--- config.mk ---
export PLATFORM = sky130hd
export DESIGN_NAME = fb_port_arbiter
export DESIGN_NICKNAME = d
export VERILOG_FILES = /design/src/rtl/fb_arb_pkg.sv /design/src/rtl/fb_rr_picker.sv /design/src/rtl/fb_port_arbiter.sv
export SDC_FILE = /design/constraint.sdc
export NUM_CORES = 1
export LEC_CHECK = 0
export CAP_MARGIN = 20
export CORE_MARGIN = 5
export CORE_UTILIZATION = 39
export CTS_BUF_LIST = sky130_fd_sc_hd__clkbuf_2 sky130_fd_sc_hd__clkbuf_4 sky130_fd_sc_hd__clkbuf_8
export DETAILED_ROUTE_END_ITERATION = 16
export PLACE_DENSITY = 0.93
export SYNTH_ARGS = -nofsm -noshare
export SYNTH_HDL_FRONTEND = slang
export SYNTH_SLANG_ARGS = --single-unit
--- constraint.sdc ---
create_clock -name Clk -period 2.6 [get_ports Clk]
set_input_delay 0.52 -clock Clk [delete_from_list [all_inputs] [get_ports Clk]]
set_output_delay 0.52 -clock Clk [all_outputs]
set_load 0.01 [all_outputs]
--- src/rtl/fb_arb_pkg.sv ---
// fb_arb_pkg: shared constants and types for the frame-buffer port arbiter.
//   DEF_ADDR_W / DEF_DATA_W / DEF_NUM_WR / DEF_STARVE_LIMIT : parameter defaults
//   fb_src_t : source of the winner registered onto the RAM port
package fb_arb_pkg;

    localparam int unsigned DEF_ADDR_W       = 16;
    localparam int unsigned DEF_DATA_W       = 8;
    localparam int unsigned DEF_NUM_WR       = 2;
    localparam int unsigned DEF_STARVE_LIMIT = 64;

    typedef enum logic [1:0] {
        SRC_NONE,
        SRC_DISP,
        SRC_WR
    } fb_src_t;

endpackage

--- src/rtl/fb_rr_picker.sv ---
// fb_rr_picker: combinational round-robin one-hot picker.
//   Req      in  NUM_WR  request vector
//   Rr_Ptr   in  IDX_W   index of the last granted requester
//   Pick     out NUM_WR  one-hot pick (all zero when no request)
//   Pick_Idx out IDX_W   index of the picked requester
// Search starts at Rr_Ptr+1 and wraps modulo NUM_WR.
module fb_rr_picker #(
    parameter int unsigned NUM_WR = 2,
    parameter int unsigned IDX_W  = 1
) (
    input  logic [NUM_WR-1:0] Req,
    input  logic [IDX_W-1:0]  Rr_Ptr,
    output logic [NUM_WR-1:0] Pick,
    output logic [IDX_W-1:0]  Pick_Idx
);

    logic found;

    // Outer loop walks priority offsets 1..NUM_WR, inner loop finds the
    // requester at that offset, keeping every bit-select index constant.
    always_comb begin
        Pick     = '0;
        Pick_Idx = '0;
        found    = 1'b0;
        for (int unsigned k = 1; k <= NUM_WR; k++) begin
            for (int unsigned i = 0; i < NUM_WR; i++) begin
                if (!found && Req[i] && ((32'(Rr_Ptr) + k) % NUM_WR) == i) begin
                    found    = 1'b1;
                    Pick[i]  = 1'b1;
                    Pick_Idx = IDX_W'(i);
                end
            end
        end
    end

endmodule

--- src/rtl/fb_port_arbiter.sv ---
// fb_port_arbiter: shares one single-port synchronous frame-buffer RAM between
// the VGA display fetch (strict priority) and NUM_WR round-robin pixel writers.
//   Clk, Reset                     clock, synchronous active-high reset
//   Disp_Req/Disp_Addr/Disp_Ack    display fetch request handshake (Ack combinational)
//   Disp_Valid/Disp_Data           fetched word, two cycles after Disp_Ack
//   Wr_Req/Wr_Addr/Wr_Data/Wr_Gnt  writer request handshake (Gnt combinational one-hot)
//   Mem_Addr/Mem_WrData/Mem_We     registered RAM port
//   Mem_RdData                     RAM read data, one cycle after Mem_Addr
//   Starve_Evt                     pulse on an anti-starvation override grant
// Optional feature: define FB_ARB_STARVE_GUARD_EN to build per-writer wait
// counters that let a writer waiting STARVE_LIMIT cycles override the display.
module fb_port_arbiter
    import fb_arb_pkg::*;
#(
    parameter int unsigned ADDR_W       = DEF_ADDR_W,
    parameter int unsigned DATA_W       = DEF_DATA_W,
    parameter int unsigned NUM_WR       = DEF_NUM_WR,
    parameter int unsigned STARVE_LIMIT = DEF_STARVE_LIMIT
) (
    input  logic                         Clk,
    input  logic                         Reset,
    input  logic                         Disp_Req,
    input  logic [ADDR_W-1:0]            Disp_Addr,
    output logic                         Disp_Ack,
    output logic                         Disp_Valid,
    output logic [DATA_W-1:0]            Disp_Data,
    input  logic [NUM_WR-1:0]            Wr_Req,
    input  logic [NUM_WR-1:0][ADDR_W-1:0] Wr_Addr,
    input  logic [NUM_WR-1:0][DATA_W-1:0] Wr_Data,
    output logic [NUM_WR-1:0]            Wr_Gnt,
    output logic [ADDR_W-1:0]            Mem_Addr,
    output logic [DATA_W-1:0]            Mem_WrData,
    output logic                         Mem_We,
    input  logic [DATA_W-1:0]            Mem_RdData,
    output logic                         Starve_Evt
);

    localparam int unsigned IDX_W = (NUM_WR > 1) ? $clog2(NUM_WR) : 1;

    logic [IDX_W-1:0]  rr_ptr;
    logic [NUM_WR-1:0] rr_pick;
    logic [IDX_W-1:0]  rr_idx;

    logic              ovr_hit;
    logic [IDX_W-1:0]  ovr_idx;

    fb_src_t           win_src;
    logic [IDX_W-1:0]  win_idx;
    fb_src_t           mem_src;

    fb_rr_picker #(
        .NUM_WR (NUM_WR),
        .IDX_W  (IDX_W)
    ) u_picker (
        .Req      (Wr_Req),
        .Rr_Ptr   (rr_ptr),
        .Pick     (rr_pick),
        .Pick_Idx (rr_idx)
    );

`ifdef FB_ARB_STARVE_GUARD_EN
    localparam int unsigned CNT_W = $clog2(STARVE_LIMIT + 1);

    logic [NUM_WR-1:0][CNT_W-1:0] wait_cnt;

    // Lowest-index writer that has waited the full limit takes the override.
    always_comb begin
        ovr_hit = 1'b0;
        ovr_idx = '0;
        for (int unsigned i = 0; i < NUM_WR; i++) begin
            if (!ovr_hit && Wr_Req[i] && wait_cnt[i] == CNT_W'(STARVE_LIMIT)) begin
                ovr_hit = 1'b1;
                ovr_idx = IDX_W'(i);
            end
        end
    end

    always_ff @(posedge Clk) begin
        if (Reset) begin
            wait_cnt <= '0;
        end else begin
            for (int unsigned i = 0; i < NUM_WR; i++) begin
                if (!Wr_Req[i] || Wr_Gnt[i]) begin
                    wait_cnt[i] <= '0;
                end else if (wait_cnt[i] != CNT_W'(STARVE_LIMIT)) begin
                    wait_cnt[i] <= wait_cnt[i] + 1'b1;
                end
            end
        end
    end

    assign Starve_Evt = ovr_hit & ~Reset;
`else
    assign ovr_hit    = 1'b0;
    assign ovr_idx    = '0;
    assign Starve_Evt = 1'b0;
`endif

    // Requests seen while Reset is high are never acknowledged or granted.
    always_comb begin
        Disp_Ack = 1'b0;
        Wr_Gnt   = '0;
        win_src  = SRC_NONE;
        win_idx  = '0;
        if (!Reset) begin
            if (ovr_hit) begin
                Wr_Gnt  = NUM_WR'(1) << ovr_idx;
                win_src = SRC_WR;
                win_idx = ovr_idx;
            end else if (Disp_Req) begin
                Disp_Ack = 1'b1;
                win_src  = SRC_DISP;
            end else if (|rr_pick) begin
                Wr_Gnt  = rr_pick;
                win_src = SRC_WR;
                win_idx = rr_idx;
            end
        end
    end

    // mem_src is the first stage of the read-valid shift, Disp_Valid the second.
    always_ff @(posedge Clk) begin
        if (Reset) begin
            Mem_Addr   <= '0;
            Mem_WrData <= '0;
            mem_src    <= SRC_NONE;
            Disp_Valid <= 1'b0;
            rr_ptr     <= IDX_W'(NUM_WR - 1);
        end else begin
            mem_src    <= win_src;
            Disp_Valid <= (mem_src == SRC_DISP);
            case (win_src)
                SRC_DISP: Mem_Addr <= Disp_Addr;
                SRC_WR: begin
                    Mem_Addr   <= Wr_Addr[win_idx];
                    Mem_WrData <= Wr_Data[win_idx];
                    rr_ptr     <= win_idx;
                end
                default: ;
            endcase
        end
    end

    assign Mem_We    = (mem_src == SRC_WR);
    assign Disp_Data = Mem_RdData;

endmodule

### After elaboration in Yosys (flattened, before gate mapping)

Index checks and enable logic that the tools add are counted.

* mux-type cells: 24
* eq/ne operators: 4
* reduce and logical (&&, ||, !) cells: 14
* add/sub/neg operators: 2
* magnitude comparators: 1

Operators with widths (number)
* $logic_not A32 Y1: 2
* $mux W16: 2
* $pmux W16 S2: 1
* $mux W8: 2
* $mux W1: 13
* $mux W2: 6
* $logic_and A1 B1 Y1: 7
* $eq A2 B1 Y1 const B: 2
* $eq A2 B2 Y1 const B: 2
* $logic_not A1 Y1: 3
* $add A1 B1 Y1 const B: 2
* $lt A1 B2 Y1 const B: 1
* $reduce_bool A2 Y1: 1
* $reduce_or A2 Y1: 1

* output and inout port bits: 38
* logic and storage cells: 50
* input bits: 77
* register bits: 28

### Longest topological paths before layout

Gate-level depths: netlist of the first run.

* depth in word-level cells: 23
* gate-level depth with buffers: 10
* mapped depth without buffers: 6

### Cells and area by module

A second synthesis of the first run with hierarchy kept.

* cell total of the unflattened synthesis: 231
* area total of the unflattened synthesis: 1790.5 um2

By module, submodules not included
* fb_port_arbiter: cells an instance 227, area an instance 1764.2 um2, seq. area each 560.5 um2, instances 1
* fb_rr_picker: cells an instance 4, area an instance 26.3 um2, seq. area each 0.0 um2, instances 1

### Least setup slack after synthesis of the first run

OpenSTA, ideal clock, no wires.

* path type: input to register
* from: input port Disp_Req
* to: register Mem_Addr[10]
* stages on the path: 8
* path slack: 0.431 ns
* buffers on the path: 3
* setup time: 0.129 ns
* data required time: 2.471 ns
* arrival: 2.040 ns
* path through: buf_4 -> clkbuf_1 -> nand2_1 -> ha_1 -> clkbuf_1 -> nand2b_1 -> o2111ai_1 -> o211ai_2

* longest elaborated chain between the ends: 5
* elaborated cells on any way between the ends: 10
* classes of those cells: 2 x eq/ne; 7 x mux; 1 x reduce/logical

RTL lines
* start, declared: RTL line fb_port_arbiter.sv:22 `input logic Disp_Req,`
* $mux W1: RTL line fb_port_arbiter.sv:110 `end else if (Disp_Req) begin`
* $mux W1: RTL line fb_port_arbiter.sv:105 `if (!Reset) begin`
* $mux W16 (not written as such) (2 in series): RTL line fb_port_arbiter.sv:135 `Mem_Addr <= Wr_Addr[win_idx];`
* $pmux W16 S2: RTL line fb_port_arbiter.sv:132 `case (win_src)`
* end signal, assigned: RTL line fb_port_arbiter.sv:133 `SRC_DISP: Mem_Addr <= Disp_Addr;`
* end signal, assigned: RTL line fb_port_arbiter.sv:135
* end, declared: RTL line fb_port_arbiter.sv:31 `output logic [ADDR_W-1:0] Mem_Addr,`

Parallel ways exist; a longest one is shown, timed or not. The select of a mux whose other input is x is not followed.
A chain may end at the register's enable or synchronous reset.

### Worst setup path in the final report of the first run

* from: input port Disp_Req
* to: output port Wr_Gnt[0]

* longest elaborated chain between the ends: 2

RTL lines
* $mux W2: RTL line fb_port_arbiter.sv:110
* $mux W2: RTL line fb_port_arbiter.sv:105
* end, declared: RTL line fb_port_arbiter.sv:30 `output logic [NUM_WR-1:0] Wr_Gnt,`

Every way passes these cells.

==> results of run 1 <==
cells by family after synthesis:
kind of cell | count (synthesis) | share of synthesized area
AOI/OAI and AO/OA | 69 | 0.309
adders and majority gates | 1 | 0.00644
buffers and inverters | 36 | 0.119
DFF | 28 | 0.289
other | 1 | 0.00193
and+or+nand+nor | 91 | 0.276
synth_stat cells:
cell type   n  area, sq um
nand2b_1   16          100
inv_2       1         3.75
inv_1       4         15.0
a311oi_1    8         70.1
o211ai_2    9          113
o21ai_2     3         26.3
a21oi_1     1         5.00
or2_2       1         6.26
and2_1     16          100
nand2_4     1         11.3
ha_1        1         12.5
nand2_1     2         7.51
buf_12      1         20.0
nor2b_1    17          106
o21a_1      1         7.51
o2111ai_1  16          140
nand4_1    16          100
dfxtp_1    28          561
o21ai_0     6         30.0
a21boi_4    1         18.8
nor2_1     12         45.0
o211ai_1   23          173
buf_1       1         3.75
a21bo_4     1         16.3
nor2_4      1         11.3
clkbuf_8    1         13.8
clkbuf_1    3         11.3
nand3_1     8         40.0
buf_6       2         22.5
nor3b_1     1         7.51
buf_2      13         65.1
conb_1      1         3.75
buf_4      10         75.1
area by class of cell:
type,count,share of cell area
flip-flops and latches,28,0.191
multi-input cells,162,0.393
clock buffers,3,0.0140
inverters,5,0.00639
repair buffers,108,0.368
well taps,67,0.0285
through the flow:
step | area (sq um) | hold WS, ns | utilization
final | 2940 | 0.417 | 0.614
after floorplan | 1940 | 0.388 | -
after CTS | 2940 | 0.416 | 0.614
after global routing | 2940 | 0.453 | 0.614
after global placement | 2900 | 0.395 | 0.605
after detailed placement | 2900 | 0.402 | 0.605
sequential cells by signal, indices dropped and copies added, names as in the netlist:
name and cells:
Mem_Addr 16, Mem_WrData 8, mem_src 2, Disp_Valid 1, rr_ptr 1
per-layer routing:
metal / global-route usage / routed length [um]
met3: 0.0381 / 371
met4: 0.0372 / 46
met1: 0.217 / 2480
met2: 0.345 / 3070
met5: 0 / 0
worst paths after layout:
kind | from | to
worst max register to register | rr_ptr | Mem_WrData[3]
worst min-delay path | mem_src[1] | Disp_Valid
worst min register to register | mem_src[1] | Disp_Valid
worst max-delay path | Disp_Req | Wr_Gnt[0]
report_power, final:
| part | leakage, nW | switching [W] | internal [W] |
|---|---|---|---|
| combinational | 0.801 | 0.000185 | 0.000239 |
| sequential | 0.231 | 0.0000216 | 0.000468 |
| clock | 0.0216 | 0.000132 | 0.000104 |
| total | 1.05 | 0.000339 | 0.000812 |
==> results.cfg, run 1 <==
[run_status]
run_status = completed

[die]
rows = 25
fp.dieW_um = 80.6
pin_count = 115
die-area_sq_mm = 0.00649
coreArea_sq_mm = 0.00479
die_h_um = 80.6
start_util = 0.406

[timing]
relSlewSlack = 0.620
finalWorstSetupSlack_ns = 0.0913
finalHoldViolCount = 0
finalSetupViolations = 0
tns_ns = 0
clock_skew_ns = 0.00391
maxSlewViolCount = 0
min_period_over_period = 0.965
max_freq_mhz = 399
finalCriticalPeriod_ns = 2.51
worstMarginPinSlew_ns = 0.569
rsz0062_at_grt = false

[detailed_routing]
wire_per_inst_um = 16.0
vias_per_cell = 5.46
drc = 0
drt_iter0_drc = 89
firstDrtPassIters = 4
route.vias.total = 2035
wirelength_um = 5960
ant_nets = 0

[worst_setup_path]
path_cells = clkdlybuf4s50_1 -> nor2_4 -> nand2_1 -> a21oi_1 -> clkdlybuf4s50_1
cp_top_family = buffers and inverters
startpoint_type = input pin
end_kind = output pin
crit_top_cell = clkdlybuf4s50_1
reg2reg_setup_slack_ns = 1.23
critPathBufInv = 2
worstPathMaxFanout = 4
slowest_delay_ns = 0.56
worstPathArrival_ns = 1.99
crit_required_ns = 2.08
cp.depth = 5
reg2regPathDepth = 3
path_class = in -> out
critical-path-slowest-cell = clkdlybuf4s50_1

[finish]
layout_commonest_cell = clkdlybuf4s50_1
regArea_sq_um = 561
layoutNonFillerInstCount = 373
drive_above_1_share = 0.108
diodes = 0
multi_input_area_sq_mm = 0.00115
fin_nets = 386
fillers = 410
layout_common_cells = 96 x clkdlybuf4s50_1, 28 x dfxtp_1, 23 x o211ai_1
syn2layout_area_growth_pct = 51.4

[clocking]
cts_setup_buffers = 0
htreeDepth = 1
ctsHoldBuffers = 0
cts_root_buf = clkbuf_8
cts.sinks = 28
cts_tree = done
cts_made_buffers = 3
clock_latency_ns = 0.27
post_cts_resized = 0
clkTransAtPathRegs_ns = 0.09
clockBufferDepth = 2

[yosys]
synth_cell_type_count = 33
synth-seq-cells = 28
ys_warn_count = 0
syn_area_sq_mm = 0.00194
yosysSeqAreaShare = 0.289
syn_inst = 226
synth.avg_cell_area_sq_um = 8.59
synth_fp_nets = 304

[global_route]
grt_pass1_wl_um = 9710
grt_max_degree = 50
grt_use_total = 0.185
grt_pass1_vias = 2034
grt-ovfl-total = 0
antenna_found_initial = 0

[power]
power_leakage_nw = 1.05
p_per_area_mw_per_mm2 = 392
ir_drop_mv = 0.291
finalPower_w = 0.00115

[place]
hpwl_um = 4360
pre_cts_slack_ns = -0.0947
gp_congestion = 0.777
port_buffers = 97
dpl.cell_count = 370

[worst_hold_path]
hold_depth = 1
min_path_type = reg -> reg

[job]
maxCapViolations = 0
No activity file was read; power rests on OpenSTA's default activity.
==> inputs of run 2 (changes only) <==
--- a/config.mk
+++ b/config.mk
@@ -10,7 +10,9 @@
 export CORE_UTILIZATION = 39
 export CTS_BUF_LIST = sky130_fd_sc_hd__clkbuf_2 sky130_fd_sc_hd__clkbuf_4 sky130_fd_sc_hd__clkbuf_8
 export DETAILED_ROUTE_END_ITERATION = 16
+export GPL_TIMING_DRIVEN = 0
 export PLACE_DENSITY = 0.93
+export SKIP_CTS_REPAIR_TIMING = 1
 export SYNTH_ARGS = -nofsm -noshare
 export SYNTH_HDL_FRONTEND = slang
 export SYNTH_SLANG_ARGS = --single-unit
==> run 2 against run 1 <==
Net effect: the flow now finishes with violations (setup timing); total power is 7.0% higher; first-iteration DRC count is 38% higher; worst hold slack got worse by 0.0020 ns; wire length is 21% higher; non-clock buffer count grew 36; count of clock-buffer cells in the layout stayed put; sequential power about the same; clock power rose by 6%; final area increased by 9.9%; core utilization up 6.1 points; register-to-register slack better by 0.07 ns; sequential share of layout area fell by 1.7 points; critical endpoint is now Disp_Ack.
==> results.cfg, run 2 (synthesized netlist as in run 1, its figures left out) <==
[run_status]
run_status = complete, but fails checks
violations = setup timing

[finish]
layout_common_cells = 103 x clkdlybuf4s50_1, 28 x dfxtp_1, 23 x o211ai_1
layoutNonFillerInstCount = 409
largest_reg_flops = 16
multi_input_area_sq_mm = 0.00117
final_cell_area_sq_mm = 0.00323
drive_above_1_share = 0.178
layout_commonest_cell = clkdlybuf4s50_1
syn2layout_area_growth_pct = 66.3
largest_registers = Mem_Addr: 16 flops, Mem_WrData: 8 flops, mem_src: 2 flops
regMostFlops = Mem_Addr
fillers = 401
fin_nets = 422
regArea_sq_um = 561
diodes = 0

[timing]
maxSlewViolCount = 0
finalSetupViolations = 1
finalWorstSetupSlack_ns = -0.0325
rsz0062_at_grt = true
finalHoldViolCount = 0
min_period_over_period = 1.01
clock_skew_ns = 0.00524
finalCriticalPeriod_ns = 2.63
max_freq_mhz = 380
tns_ns = -0.0325

[worst_setup_path]
rr_endpoint = Mem_WrData[5]
crit_required_ns = 2.08
end_kind = output pin
worstPathArrival_ns = 2.11
reg2regPathDepth = 5
path_cells = clkdlybuf4s50_1 -> buf_6 -> buf_6 -> nand2_1 -> inv_1 -> clkdlybuf4s50_1
path_class = in -> out
reg2reg_setup_slack_ns = 1.30
slowest_delay_ns = 0.55
critical-path-slowest-cell = clkdlybuf4s50_1
startpoint_type = input pin
worstPathMaxFanout = 10
r2r_start = rr_ptr

[die]
fp.dieW_um = 80.6
rows = 25
pin_count = 115
start_util = 0.406
coreArea_sq_mm = 0.00479
die_h_um = 80.6
die-area_sq_mm = 0.00649

[clocking]
cts_tree = done
cts_made_buffers = 3
cts.sinks = 28
cts_root_buf = clkbuf_8
htreeDepth = 1
clockBufferDepth = 2
clock_latency_ns = 0.28
clkTransAtPathRegs_ns = 0.10

[power]
p_comb_frac = 0.400
p_per_area_mw_per_mm2 = 381
p_sw_w = 0.000380
p_sw_frac = 0.309
power_leakage_nw = 1.25
p_clk_frac = 0.203
ir_drop_mv = 0.211
p_seq_frac = 0.397
p_int_w = 0.000850

[worst_hold_path]
whs_endpoint = Disp_Valid
hp-start = mem_src[1]
min_path_type = reg -> reg
hold_depth = 1

[detailed_routing]
vias_per_cell = 5.63
drt_iter0_drc = 123
ant_nets = 0
firstDrtPassIters = 5
wirelength_um = 7210
wire_per_inst_um = 17.6
route.vias.total = 2301
drc = 0

[place]
hpwl_um = 5300
gp_congestion = 0.846
dpl.cell_count = 398
port_buffers = 105
post_dp_cell_area_sq_mm = 0.00308

[global_route]
grt_pass1_vias = 2382
antenna_found_initial = 0
grt_max_degree = 15
grt_pass1_wl_um = 10800
grt_use_total = 0.210
grt-ovfl-total = 0

[job]
maxCapViolations = 0
==> run 2: cell count changes in the layout (fill, tap and decap cells not counted), sizes merged <==
cell           change
buf               +21
clkbuf             +7
clkdlybuf4s50      +7
dlymetal6s2s       +1
==> run 2: cell type report <==
class	count	area share
multi-input combinational	162	0.361
timing repair buffer	114	0.348
tap	67	0.0260
clock buffer	3	0.0128
buffer	30	0.0713
sequential	28	0.174
inverter	5	0.00736
==> run 2: metal layers <==
layer / GRT usage / part of all wire / routed length [um]
met4: 0.0946 / 0.021 / 155
met2: 0.363 / 0.50 / 3640
met1: 0.252 / 0.40 / 2890
met5: 0 / 0 / 0
met3: 0.0359 / 0.073 / 525
==> run 2: through the flow <==
| step | power, W | util | worst slack, ns | hold WS [ns] |
|---|---|---|---|---|
| after floorplan | 0.000715 | - | 0.431 | 0.388 |
| after global placement | 0.000952 | 0.643 | -0.587 | 0.396 |
| after detailed placement | 0.000964 | 0.643 | -0.650 | 0.402 |
| after CTS | 0.00120 | 0.652 | -0.361 | 0.417 |
| after global routing | 0.00128 | 0.675 | -0.0891 | 0.475 |
| final | 0.00123 | 0.675 | -0.0325 | 0.415 |
==> run 2: power groups by stage <==
stage / sequential (W) / clock [W] / combinational [W]
after detailed placement: 0.000497 / 0 / 0.000467
after CTS: 0.000488 / 0.000246 / 0.000470
after global routing: 0.000493 / 0.000260 / 0.000524
after floorplan: 0.000513 / 0 / 0.000202
after global placement: 0.000496 / 0 / 0.000456
final: 0.000488 / 0.000250 / 0.000493
==> run 2: how the worst max path moves through the flow <==
stage	from	to	slack, ns	cells after the start
floorplan	Disp_Req	Mem_Addr[10]	0.43	8
global placement	Disp_Req	Mem_Addr[7]	-0.59	9
detailed placement	Disp_Req	Mem_Addr[8]	-0.65	9
CTS	Disp_Req	Disp_Ack	-0.36	6
global route	Reset	Disp_Ack	-0.09	6
finish	Disp_Req	Disp_Ack	-0.03	6
==> run 2: critical path, delay by kind of cell <==
kind,cells,cell delay [ns]
buffers and inverters,5,1.45
and+or+nand+nor,1,0.13
